<file path="src/rtl/echo_frame_writer_if.sv">
// ---------------------------------------------------------------------------
// echo_frame_writer_if
//   Paired echo-sample stream that feeds echo_frame_writer.
//
//   Handshake: a pair {sample_a, sample_b, sample_last} moves on a rising
//   clock edge where sample_valid && sample_ready are both high. The master
//   holds the pair and its valid until that edge. sample_ready may change
//   combinationally with the FIFO full flags. Pairs presented while ready
//   is low are not consumed.
//
//   Signals
//     sample_valid  master -> slave  pair valid
//     sample_a      master -> slave  channel A sample (DATA_W)
//     sample_b      master -> slave  channel B sample (DATA_W)
//     sample_last   master -> slave  final pair of a short frame
//     sample_ready  slave -> master  pair accepted this cycle if valid
// ---------------------------------------------------------------------------
interface echo_frame_writer_if #(
    parameter int DATA_W = 3
);
    logic              sample_valid;
    logic [DATA_W-1:0] sample_a;
    logic [DATA_W-1:0] sample_b;
    logic              sample_last;
    logic              sample_ready;

    modport master (
        output sample_valid, sample_a, sample_b, sample_last,
        input  sample_ready
    );

    modport slave (
        input  sample_valid, sample_a, sample_b, sample_last,
        output sample_ready
    );
endinterface

</file>
<file path="src/rtl/echo_frame_writer.sv">
// ---------------------------------------------------------------------------
// echo_frame_writer
//   Write-side front end for the A/B sample FIFOs of the delay-and-sum path.
//   A frame starts on 'start' in IDLE: the focal point is latched, FRAME_LEN
//   sample pairs are written into both FIFOs in lockstep, then both FIFOs
//   are read until empty and frame_done pulses for one cycle.
//
//   Optional feature (macro ECHO_ZERO_PAD_EN): a frame ended early by
//   sample_last is padded with zero pairs up to FRAME_LEN in the PAD state.
//   Without the macro the PAD state is not built and a short frame drains
//   immediately.
//
//   Ports
//     Clk, reset_n          clock, asynchronous active-low reset
//     start                 begin a frame (ignored unless IDLE)
//     focal_point_in        focal point captured on an accepted start
//     smp (slave)           paired sample stream (valid/ready)
//     fifo_{A,B}_full       FIFO full flags
//     fifo_{A,B}_empty      FIFO empty flags
//     write_en_fifo_{A,B}   FIFO write strobes (combinational)
//     write_data_fifo_{A,B} FIFO write data
//     read_en_fifo_{A,B}    FIFO read strobes (combinational, DRAIN only)
//     focal_point           focal point held for the current frame
//     busy                  FSM not IDLE
//     frame_done            one-cycle pulse after the drain completes
//     pair_count            pairs written in the current frame
//     state_dbg             current FSM state, for observation
// ---------------------------------------------------------------------------
module echo_frame_writer #(
    parameter int DATA_W    = 3,
    parameter int FRAME_LEN = 18,
    parameter int FP_W      = 4
) (
    input  logic              Clk,
    input  logic              reset_n,
    input  logic              start,
    input  logic [FP_W-1:0]   focal_point_in,
    echo_frame_writer_if.slave smp,
    input  logic              fifo_A_full,
    input  logic              fifo_B_full,
    input  logic              fifo_A_empty,
    input  logic              fifo_B_empty,
    output logic              write_en_fifo_A,
    output logic              write_en_fifo_B,
    output logic [DATA_W-1:0] write_data_fifo_A,
    output logic [DATA_W-1:0] write_data_fifo_B,
    output logic              read_en_fifo_A,
    output logic              read_en_fifo_B,
    output logic [FP_W-1:0]   focal_point,
    output logic              busy,
    output logic              frame_done,
    output logic [7:0]        pair_count,
    output logic [2:0]        state_dbg
);

    typedef enum logic [2:0] {
        IDLE  = 3'd0,
        FILL  = 3'd1,
        PAD   = 3'd2,
        DRAIN = 3'd3,
        DONE  = 3'd4
    } state_t;

    localparam logic [7:0] LEN = 8'(FRAME_LEN);

    state_t state;
    logic   room;       // both FIFOs can take a write this cycle
    logic   accept;     // stream handshake completes this cycle
    logic   pad_wr;     // zero pair written this cycle
    logic   final_pair; // the write this cycle completes the frame

    // Ready is combinational on both full flags so a pair is only ever
    // taken when it can go into both channels on the same edge.
    assign smp.sample_ready = (state == FILL) && room;

    always_comb begin
        room       = !fifo_A_full && !fifo_B_full;
        accept     = smp.sample_valid && (state == FILL) && room;
`ifdef ECHO_ZERO_PAD_EN
        pad_wr     = (state == PAD) && room;
`else
        pad_wr     = 1'b0;
`endif
        final_pair = (pair_count + 8'd1) == LEN;

        write_en_fifo_A   = accept || pad_wr;
        write_en_fifo_B   = accept || pad_wr;
        write_data_fifo_A = accept ? smp.sample_a : '0;
        write_data_fifo_B = accept ? smp.sample_b : '0;

        read_en_fifo_A = (state == DRAIN) && !fifo_A_empty;
        read_en_fifo_B = (state == DRAIN) && !fifo_B_empty;
    end

    assign state_dbg = state;

    always_ff @(posedge Clk or negedge reset_n) begin
        if (!reset_n) begin
            state       <= IDLE;
            focal_point <= '0;
            pair_count  <= '0;
            busy        <= 1'b0;
            frame_done  <= 1'b0;
        end else begin
            frame_done <= 1'b0;
            case (state)
                IDLE: begin
                    if (start) begin
                        state       <= FILL;
                        focal_point <= focal_point_in;
                        pair_count  <= '0;
                        busy        <= 1'b1;
                    end
                end
                FILL: begin
                    if (accept) begin
                        pair_count <= pair_count + 8'd1;
                        // A full frame ends regardless of sample_last.
                        if (final_pair) begin
                            state <= DRAIN;
                        end else if (smp.sample_last) begin
`ifdef ECHO_ZERO_PAD_EN
                            state <= PAD;
`else
                            state <= DRAIN;
`endif
                        end
                    end
                end
`ifdef ECHO_ZERO_PAD_EN
                PAD: begin
                    if (pad_wr) begin
                        pair_count <= pair_count + 8'd1;
                        if (final_pair) begin
                            state <= DRAIN;
                        end
                    end
                end
`endif
                DRAIN: begin
                    if (fifo_A_empty && fifo_B_empty) begin
                        state      <= DONE;
                        frame_done <= 1'b1;
                    end
                end
                DONE: begin
                    state <= IDLE;
                    busy  <= 1'b0;
                end
                default: begin
                    state <= IDLE;
                    busy  <= 1'b0;
                end
            endcase
        end
    end

endmodule

</file>
<file path="src/flat_wrapper.sv">
// flat-port wrapper written by rule: the top's interface ports become plain ports
module echo_frame_writer_flat 
#(
    parameter int DATA_W    = 3,
    parameter int FRAME_LEN = 18,
    parameter int FP_W      = 4
)
  (Clk, reset_n, start, focal_point_in, fifo_A_full, fifo_B_full, fifo_A_empty, fifo_B_empty, write_en_fifo_A, write_en_fifo_B, write_data_fifo_A, write_data_fifo_B, read_en_fifo_A, read_en_fifo_B, focal_point, busy, frame_done, pair_count, state_dbg, smp_sample_valid, smp_sample_a, smp_sample_b, smp_sample_last, smp_sample_ready);
  echo_frame_writer_if #(.DATA_W(DATA_W)) smp_i ();
  input  logic Clk;
  input  logic reset_n;
  input  logic start;
  input  logic [FP_W-1:0] focal_point_in;
  input  logic fifo_A_full;
  input  logic fifo_B_full;
  input  logic fifo_A_empty;
  input  logic fifo_B_empty;
  output logic write_en_fifo_A;
  output logic write_en_fifo_B;
  output logic [DATA_W-1:0] write_data_fifo_A;
  output logic [DATA_W-1:0] write_data_fifo_B;
  output logic read_en_fifo_A;
  output logic read_en_fifo_B;
  output logic [FP_W-1:0] focal_point;
  output logic busy;
  output logic frame_done;
  output logic [7:0] pair_count;
  output logic [2:0] state_dbg;
  input wire logic [$bits(smp_i.sample_valid)-1:0] smp_sample_valid;
  input wire logic [$bits(smp_i.sample_a)-1:0] smp_sample_a;
  input wire logic [$bits(smp_i.sample_b)-1:0] smp_sample_b;
  input wire logic [$bits(smp_i.sample_last)-1:0] smp_sample_last;
  output wire logic [$bits(smp_i.sample_ready)-1:0] smp_sample_ready;
  assign smp_i.sample_valid = smp_sample_valid;
  assign smp_i.sample_a = smp_sample_a;
  assign smp_i.sample_b = smp_sample_b;
  assign smp_i.sample_last = smp_sample_last;
  assign smp_sample_ready = smp_i.sample_ready;
  echo_frame_writer #(.DATA_W(DATA_W), .FRAME_LEN(FRAME_LEN), .FP_W(FP_W)) u_core (.Clk(Clk), .reset_n(reset_n), .start(start), .focal_point_in(focal_point_in), .smp(smp_i), .fifo_A_full(fifo_A_full), .fifo_B_full(fifo_B_full), .fifo_A_empty(fifo_A_empty), .fifo_B_empty(fifo_B_empty), .write_en_fifo_A(write_en_fifo_A), .write_en_fifo_B(write_en_fifo_B), .write_data_fifo_A(write_data_fifo_A), .write_data_fifo_B(write_data_fifo_B), .read_en_fifo_A(read_en_fifo_A), .read_en_fifo_B(read_en_fifo_B), .focal_point(focal_point), .busy(busy), .frame_done(frame_done), .pair_count(pair_count), .state_dbg(state_dbg));
endmodule
</file>
<file path="config.mk">
export PLATFORM = sky130hd
export DESIGN_NAME = echo_frame_writer_flat
export DESIGN_NICKNAME = d
export VERILOG_FILES = /design/src/rtl/echo_frame_writer_if.sv /design/src/rtl/echo_frame_writer.sv /design/src/flat_wrapper.sv
export SDC_FILE = /design/constraint.sdc
export NUM_CORES = 1
export LEC_CHECK = 0
export BUFFER_PORTS_ARGS = -buffer_cell sky130_fd_sc_hd__buf_4
export CORE_MARGIN = 3
export CORE_UTILIZATION = 48
export DETAILED_ROUTE_END_ITERATION = 7
export PLACE_DENSITY = 0.83
export SLEW_MARGIN = 20
export SYNTH_ARGS = -nofsm -noshare
export SYNTH_HDL_FRONTEND = slang
export SYNTH_SLANG_ARGS = --single-unit
export TNS_END_PERCENT = 1
</file>
<file path="constraint.sdc">
create_clock -name Clk -period 2.4 [get_ports Clk]
set_input_delay 0.12 -clock Clk [delete_from_list [all_inputs] [get_ports Clk]]
set_output_delay 0.12 -clock Clk [all_outputs]
set_load 0.02 [all_outputs]
</file>
==> flow_summary.toml, run 1 <==
[status]
outcome = "finished clean"

[floorplan]
fp.dieW_um = 50.80
fp.coreArea_um2 = 1802
boundaryPins = 47
die_h_um = 50.80
num_rows = 15
initial_utilization_pct = 53.47
dieArea_um2 = 2581

[setup_path]
worstSetupPathType = "reg -> out"
crit_path_start_kind = "register"
arrival_ps = 1850
worstRegToRegCells = 4
cp_data_required_time_ps = 2280
r2r-end = "u_core.pair_count[2]"
cp-end-kind = "primary output"
r2r_slack_ps = 610
reg2reg_from = "u_core.state_dbg[0]"
cp_max_fo = 19

[power]
ir_worst_vdd_v = 0.0008054
leakagePower_nw = 0.6511
power_density_nw_per_um2 = 886.5

[job]
maxCapViolCount = 0

[clock_network]
cts_tree = "built"
worstSkewPairLatency_ps = 290
root_buffer = "clkbuf_4"
post-cts-setup-buffers = 0
cts.path.max_buffers = 2
htree_levels = 1
cts_buffers = 3
clk_pin_slew_ps = 100
cts_sinks = 17

[worst_hold_path]
min_to = "u_core.focal_point[1]"
min_path_type = "in -> reg"
whs_path_depth = 2
hold_path_startpoint = "focal_point_in[1]"

[route]
drt_iter0_drc = 18
firstDrtPassIters = 4
vias_per_cell = 5.241
num_vias = 912
wl_um = 2303
drc = 0
wire_per_inst_um = 13.24
drtAntennaViolNets = 0

[placed_design]
dp.cells = 169
dp_hpwl_um = 1786
port_buffers = 46
gp_congestion = 0.8145

[grt]
grt_usage_pct = 19.66
grt_first_pass_wirelength_um = 3815
grt_max_degree = 20
antenna_found_initial = 0
grt_pass1_vias = 819
grt-ovfl-total = 0

[finish]
areaGrowthSynthToFinish_pct = 41.17
drive_gt1_share_pct = 38.93
register_area_um2 = 425.4
diodes = 0
fillCellCount = 149
nets = 171
final_core_util_pct = 75.49
multiInputGateArea_um2 = 488.0
final_cells = 174

[sta]
tns_ps = 0
hold_viol_final = 0
fmax_ghz = 0.5082
setup_viol = 0
slew_headroom_pct = 55.80
rsz0062_at_grt = "no"
skew_ps = 1.888
maxSlewViolCount = 0
post-route-min-period_ps = 1968
tightest_slew_ps = 659.9
fin_crit_sh_pct = 82.00

[logic_synthesis]
syn_nets = 122
yosysSeqAreaShare_pct = 44.16
ys_types = 31
ys_warn_count = 0
ys_ff_latch = 17
avgSynthCellArea_um2 = 9.539
synth_area_um2 = 963.4
syn_inst = 101
[state kept, by name, indices dropped and copies added, names as in the netlist]
signal and count:
u_core.pair_count 8, u_core.state_dbg 3, u_core.busy 1, u_core.frame_done 1
u_core.focal_point 4
[routing by layer]
layer / part of all wire, % / vias up / global-route usage [%]
li1: - / 452 / -
met1: 42 / 429 / 25.23
met2: 52 / 27 / 32.17
met3: 4.3 / 4 / 4.748
met4: 1.1 / 0 / 6.726
met5: 0 / - / 0
[through the flow]
stage / hold slack (ps) / cell area (µm²) / setup WS (ps) / power, W
2_1_floorplan: -175.6 / 963.4 / 697.6 / 0.0008020
3_3_place_gp: -6.273 / 1324 / 694.5 / 0.001046
3_5_place_dp: -3.653 / 1324 / 622.2 / 0.001057
4_1_cts: 49.13 / 1360 / 430.1 / 0.001217
5_1_grt: 48.11 / 1360 / 251.6 / 0.001293
6_report: 54.40 / 1360 / 432.1 / 0.001206
[worst max-delay path by stage]
stage,from,endpoint,depth (start not counted)
global route,u_core.state_dbg[0],write_data_fifo_A[0],5
finish,u_core.state_dbg[2],write_data_fifo_B[1],5
global placement,u_core.state_dbg[0],u_core.pair_count[4],4
CTS,u_core.state_dbg[2],write_data_fifo_B[1],5
detailed placement,u_core.state_dbg[0],u_core.pair_count[2],4
floorplan,u_core.state_dbg[0],write_data_fifo_A[0],5
[cell usage after synthesis]
| cell | count | area, µm² |
|---|---|---|
| o21ai_0 | 6 | 30.03 |
| nor4b_4 | 1 | 23.77 |
| o21ai_1 | 1 | 5.000 |
| o41a_1 | 1 | 11.26 |
| dfrtp_1 | 17 | 425.4 |
| or3_1 | 5 | 31.28 |
| nor4b_2 | 1 | 15.01 |
| buf_4 | 1 | 7.510 |
| inv_2 | 1 | 3.750 |
| a211oi_1 | 1 | 7.510 |
| nand3_1 | 5 | 25.02 |
| buf_2 | 1 | 5.000 |
| mux2i_1 | 2 | 20.02 |
| nand4_1 | 2 | 12.51 |
| clkbuf_1 | 1 | 3.750 |
| ha_1 | 2 | 25.02 |
| a21oi_1 | 9 | 45.04 |
| xnor2_1 | 1 | 8.760 |
| a22oi_1 | 1 | 7.510 |
| and3_1 | 1 | 6.260 |
| nand3_2 | 1 | 10.01 |
| and2_1 | 8 | 50.05 |
| a31oi_1 | 2 | 12.51 |
| o32ai_1 | 1 | 8.760 |
| mux2_2 | 5 | 56.30 |
| inv_1 | 8 | 30.03 |
| nand2b_1 | 2 | 12.51 |
| nand2_1 | 6 | 22.52 |
| nor2_1 | 6 | 22.52 |
| and4_1 | 1 | 8.760 |
| or4b_1 | 1 | 10.01 |
[repair_timing]
item                                    4_1_cts  5_1_grt
endpoints found under the setup margin        0        0
endpoints found under the hold margin        17        0
hold buffers                                  1        0
gates resized for setup                       0        0
[worst max-delay path, cell delays in order, from the launching register on]
cell     delay [ps]
dfrtp_1         490
nor4b_4         310
nand3_2         180
inv_2           260
and2_1          180
buf_4           140
[power by group]
group          switching, W  internal [W]  leakage, nW
logic              0.000312      0.000268        0.418
registers         0.0000954      0.000373        0.218
clock network     0.0000928     0.0000647       0.0150
total              0.000500      0.000706        0.651
[logic make-up (layout without fill, tap and decap cells)]
family | after synthesis | count (layout) | share of synthesized area (%)
muxes | 7 | 7 | 7.922
xor gates and xnor gates | 1 | 1 | 0.9093
adders and majority gates | 2 | 2 | 2.597
and+or+nand+nor | 40 | 40 | 25.97
AOI/OAI and AO/OA | 22 | 22 | 13.25
buffers and inverters | 12 | 60 | 5.194
DFF | 17 | 17 | 44.16
[cell usage in the layout, fill, tap and decap left out, drive strengths merged]
master       count
mux2             5
dlygate4sd3      1
inv              9
a211oi           1
xnor2            1
a22oi            1
a21oi            9
nand4            2
dfrtp           17
nand2b           2
mux2i            2
o41a             1
o32ai            1
and3             1
buf             46
and4             1
or4b             1
nor2             6
o21ai            7
a31oi            2
nand2            6
nand3            6
or3              5
and2             8
clkbuf           4
nor4b            2
ha               2
[layout make-up]
cell class,instances,share of cell area [%]
repair buffers,47,26.13
flip-flops and latches,17,31.28
multi-input cells,72,35.88
clock buffers,4,1.932
inverters,9,2.484
well taps,25,2.300
No activity file was read; power rests on OpenSTA's default activity.
==> run 2: changes to the inputs <==
--- a/config.mk
+++ b/config.mk
@@ -7,9 +7,9 @@
 export LEC_CHECK = 0
 export BUFFER_PORTS_ARGS = -buffer_cell sky130_fd_sc_hd__buf_4
 export CORE_MARGIN = 3
-export CORE_UTILIZATION = 48
+export CORE_UTILIZATION = 40
 export DETAILED_ROUTE_END_ITERATION = 7
-export PLACE_DENSITY = 0.83
+export PLACE_DENSITY = 0.74
 export SLEW_MARGIN = 20
 export SYNTH_ARGS = -nofsm -noshare
 export SYNTH_HDL_FRONTEND = slang
==> constraint.sdc (replaced) <==
create_clock -name Clk -period 1.8 [get_ports Clk]
set_input_delay 0.09 -clock Clk [delete_from_list [all_inputs] [get_ports Clk]]
set_output_delay 0.09 -clock Clk [all_outputs]
set_load 0.02 [all_outputs]
==> run 2 against run 1 <==
Net effect: count of clock-buffer cells in the layout stayed put; critical path depth stayed put; sequential power is 31% higher; sequential share of layout area is 1.1 points lower; combinational power is 44% higher; wire length is 0.52% higher; first-iteration DRC count is 11% lower; design area is 4.4% higher; register-to-register slack worse by 460 ps; via count is 3.0% lower.
==> flow_summary.toml, run 2 (synthesis results as in run 1) <==
[status]
outcome = "finished clean"

[worst_hold_path]
min_to = "u_core.focal_point[0]"
whs_path_depth = 2
hold_path_startpoint = "focal_point_in[0]"
min_path_type = "in -> reg"

[power]
ir_worst_vdd_v = 0.0009841
p_comb_share_pct = 50.5
leakagePower_nw = 0.6723
power_density_nw_per_um2 = 1162
p_int_w = 0.0009794
p_sw_w = 0.0006711
clock_power_share_pct = 12.3
swShare_pct = 40.66
seq_power_share_pct = 37.2

[route]
drt_iter0_drc = 16
wire_per_inst_um = 12.79
drc = 0
vias_per_cell = 4.890
num_vias = 885
drtAntennaViolNets = 0
firstDrtPassIters = 4
wl_um = 2315

[sta]
skew_ps = 2.134
tightest_slew_ps = 304.8
setup_viol = 0
holdWs_ps = 24.18
slew_headroom_pct = 79.59
maxSlewViolCount = 0
post-route-min-period_ps = 1689
rsz0062_at_grt = "yes"
fin_crit_sh_pct = 93.82
hold_viol_final = 0
fmax_ghz = 0.5921

[grt]
grt-ovfl-total = 0
antenna_found_initial = 0
grt_first_pass_wirelength_um = 3546
grt_usage_pct = 16.84
grt_pass1_vias = 774
grt_max_degree = 20

[floorplan]
num_rows = 17
die_h_um = 55.08
boundaryPins = 47
fp.coreArea_um2 = 2255
initial_utilization_pct = 42.73
fp.dieW_um = 55.08
dieArea_um2 = 3033

[finish]
final_core_util_pct = 62.99
regMostFlops = "u_core.pair_count"
final_common_cell = "buf_4"
final_cells = 181
diodes = 0
areaGrowthSynthToFinish_pct = 47.40
drive_gt1_share_pct = 41.83
largest_reg_flops = 8
fillCellCount = 202
nets = 175
mostFrequentLayoutCells = "buf_4 (49), dfrtp_1 (15), a21oi_1 (9)"

[setup_path]
r2r-end = "u_core.state_dbg[1]"
crit_path_start_kind = "register"
cp_data_required_time_ps = 1710
cp_max_fo = 19
r2r_slack_ps = 150
worstRegToRegCells = 5
cp-end-kind = "primary output"
reg2reg_from = "u_core.pair_count[1]"
worstSetupPathType = "reg -> out"
arrival_ps = 1600

[clock_network]
worstSkewPairLatency_ps = 290
clk_pin_slew_ps = 90
htree_levels = 1
cts_tree = "built"
cts.path.max_buffers = 2
cts_buffers = 3
cts_sinks = 17
root_buffer = "clkbuf_4"

[job]
maxCapViolCount = 0

[placed_design]
port_buffers = 46
gp_congestion = 0.8255
dp.cells = 176
dp_hpwl_um = 1795
==> run 2: metal layers <==
metal / track usage [%] / vias to the layer above / routed length (µm)
li1: - / 462 / -
met1: 21.67 / 397 / 1016
met2: 25.98 / 21 / 1162
met3: 4.021 / 5 / 81
met4: 8.907 / 0 / 55
met5: 0 / - / 0
==> run 2: worst max path at each step <==
| stage | startpoint | endpoint | slack, ps | cells past startpoint |
|---|---|---|---|---|
| finish | u_core.state_dbg[0] | write_data_fifo_B[0] | 110 | 5 |
| global route | u_core.state_dbg[0] | write_data_fifo_A[0] | -5 | 5 |
| CTS | u_core.state_dbg[0] | write_data_fifo_B[0] | 20 | 5 |
| detailed placement | u_core.state_dbg[0] | u_core.state_dbg[1] | 160 | 4 |
| global placement | u_core.pair_count[1] | u_core.state_dbg[1] | 220 | 5 |
| floorplan | u_core.pair_count[0] | u_core.state_dbg[1] | 120 | 5 |
==> run 2: final cells by class <==
cell class | count | area, µm² | share of cell area, %
timing repair buffer | 51 | 389.1 | 27.40
multi-input combinational | 72 | 495.5 | 34.89
inverter | 9 | 46.29 | 3.260
clock buffer | 4 | 26.28 | 1.850
tap | 28 | 35.03 | 2.467
sequential | 17 | 427.9 | 30.13
==> run 2: worst max-delay path, stage by stage, from the launching register on <==
cell and delay [ps]:
dfrtp_2 440, nor4b_4 300, nand3_4 180, clkinv_8 120, and2_1 130, buf_4 130
==> run 2: power groups by stage <==
stage / registers, W / clock network (W) / logic, W
floorplan: 0.000759 / 0 / 0.000310
global placement: 0.000607 / 0 / 0.000824
detailed placement: 0.000620 / 0 / 0.000826
CTS: 0.000614 / 0.000215 / 0.000833
global route: 0.000636 / 0.000230 / 0.000910
finish: 0.000614 / 0.000203 / 0.000834
==> run 2: through the flow <==
step	total power, W	setup TNS [ps]	area, µm²	worst slack (ps)
floorplan	0.001069	0	963.4	116.2
global placement	0.001432	0	1358	223.0
detailed placement	0.001446	0	1358	162.0
CTS	0.001663	0	1398	20.34
global route	0.001777	-6.249	1420	-4.893
finish	0.001650	0	1420	111.2
==> run 2: timing repair <==
item                       in CTS  in global routing
buffers inserted                0                  0
gates resized for setup         2                  6
hold endpoints to repair       17                  0
setup endpoints to repair       8                  8
hold buffers                    1                  0
==> run 3: changes to the inputs <==
--- a/config.mk
+++ b/config.mk
@@ -8,6 +8,7 @@
 export BUFFER_PORTS_ARGS = -buffer_cell sky130_fd_sc_hd__buf_4
 export CORE_MARGIN = 3
 export CORE_UTILIZATION = 40
+export CTS_CLUSTER_DIAMETER = 80
 export DETAILED_ROUTE_END_ITERATION = 7
 export PLACE_DENSITY = 0.74
 export SLEW_MARGIN = 20
==> constraint.sdc (replaced) <==
create_clock -name Clk -period 1.8 [get_ports Clk]
set_input_delay 0.09 -clock Clk [delete_from_list [all_inputs] [get_ports Clk]]
set_output_delay 0.09 -clock Clk [all_outputs]
set_load 0.005 [all_outputs]
==> run 3 against run 2 <==
Net effect: sequential share of layout area about the same; register-to-register slack better by 30 ps; flip-flop and latch count unchanged; critical endpoint unchanged; via count up 4.0%; count of clock-buffer cells in the layout unchanged; combinational power down 17%; critical path depth unchanged.
==> flow_summary.toml, run 3 (synthesis results as in run 1) <==
[status]
outcome = "finished clean"

[clock_network]
cts_sinks = 17
root_buffer = "clkbuf_4"
worstSkewPairLatency_ps = 280
htree_levels = 1
cts_tree = "built"
clk_pin_slew_ps = 90
cts.path.max_buffers = 2
post-cts-setup-buffers = 0
cts_buffers = 3

[sta]
skew_ps = 6.078
setup_viol = 0
rsz0062_at_grt = "no"
holdWs_ps = 37.84
hold_viol_final = 0
maxSlewViolCount = 0
fin_crit_sh_pct = 92.82
slew_headroom_pct = 78.19
tns_ps = 0
post-route-min-period_ps = 1671
tightest_slew_ps = 326.3
fmax_ghz = 0.5986

[grt]
grt_max_degree = 20
antenna_found_initial = 0
grt-ovfl-total = 0
grt_pass1_vias = 848
grt_first_pass_wirelength_um = 3788
grt_usage_pct = 17.15

[route]
wire_per_inst_um = 12.97
num_vias = 920
drt_iter0_drc = 6
vias_per_cell = 5.055
firstDrtPassIters = 4
wl_um = 2361
drtAntennaViolNets = 0
drc = 0

[floorplan]
num_rows = 17
fp.dieW_um = 55.08
dieArea_um2 = 3033
initial_utilization_pct = 42.73
die_h_um = 55.08
fp.coreArea_um2 = 2255
boundaryPins = 47

[finish]
nets = 176
areaGrowthSynthToFinish_pct = 46.88
final_common_cell = "buf_4"
fillCellCount = 200
regMostFlops = "u_core.pair_count"
largest_reg_flops = 8
diodes = 0
drive_gt1_share_pct = 41.56
mostFrequentLayoutCells = "buf_4 (51), dfrtp_1 (16), a21oi_1 (9)"

[setup_path]
crit_path_start_kind = "register"
cp_max_fo = 19
cpPeakStageDelay_ps = 420
cp-end-kind = "primary output"
critical_path.top_delay_family = "simple AND/OR/NAND/NOR gates"
path_cells = "nor4b_4 > nand3_4 > inv_6 > and2_1 > buf_4"
path_buf_inv = 2
cp_slowest_cell = "dfrtp_1"
worstSetupPathType = "reg -> out"
arrival_ps = 1580
cp_data_required_time_ps = 1710

[power]
ir_worst_vdd_v = 0.001019
total_power_w = 0.001488
power_density_nw_per_um2 = 1052
leakagePower_nw = 0.6734

[job]
maxCapViolCount = 0

[placed_design]
port_buffers = 46
gp_congestion = 0.8098
dp_hpwl_um = 1848

[worst_hold_path]
min_path_type = "in -> reg"
==> run 3: changes by cell type in the layout (fill, tap and decap cells not counted), sizes merged <==
| cell | delta |
|---|---|
| inv | +1 |
| clkinv | -1 |
| buf | +1 |
==> run 3: through the flow <==
| stage | util (%) | cell area [µm²] | std cells | setup slack [ps] |
|---|---|---|---|---|
| floorplan | - | 963.4 | 101 | 208.6 |
| global route | 62.76 | 1415 | 182 | 15.15 |
| finish | 62.76 | 1415 | 182 | 129.3 |
| global placement | 60.54 | 1365 | 177 | 222.3 |
| detailed placement | 60.54 | 1365 | 177 | 182.0 |
| CTS | 62.15 | 1401 | 182 | 17.83 |
==> run 3: layout make-up <==
class                           count  area (µm²)  area share (%)
Inverter                            9       38.79           2.741
Timing Repair Buffer               52       392.9           27.76
Multi-Input combinational cell     72       495.5           35.01
Clock buffer                        4       26.28           1.857
Tap cell                           28       35.03           2.476
Sequential cell                    17       426.7           30.15
==> run 3: routing by layer <==
layer	wire, µm	up-vias	share of wire [%]	GRT usage, %
li1	-	464	-	-
met1	1038	438	44	21.76
met4	27	0	1.1	4.453
met2	1222	16	52	28.94
met3	73	2	3.1	4.290
met5	0	-	0	0
==> run 3: what timing repair did <==
| item | in CTS | in global routing |
|---|---|---|
| hold endpoints to repair | 17 | 0 |
| resized for setup | 0 | 5 |
| endpoints found under the setup margin | 0 | 9 |
| hold buffers | 1 | 0 |
==> run 3: worst paths after layout <==
kind	end	from	cells after the start	slack, ps
worst min-delay path	u_core.focal_point[0]	focal_point_in[0]	2	40
max in group asynchronous	u_core.state_dbg[1]	reset_n	2	1410
worst max-delay path	write_data_fifo_B[0]	u_core.state_dbg[2]	5	130
min in group asynchronous	u_core.pair_count[6]	reset_n	2	190
worst min register to register	u_core.focal_point[1]	u_core.focal_point[1]	1	510
worst max register to register	u_core.state_dbg[1]	u_core.pair_count[1]	5	180
==> run 3: where the power goes <==
group | internal [W] | switching [W]
Clock | 0.0000860 | 0.000109
Sequential | 0.000500 | 0.0000987
Combinational | 0.000393 | 0.000301
Total | 0.000979 | 0.000510
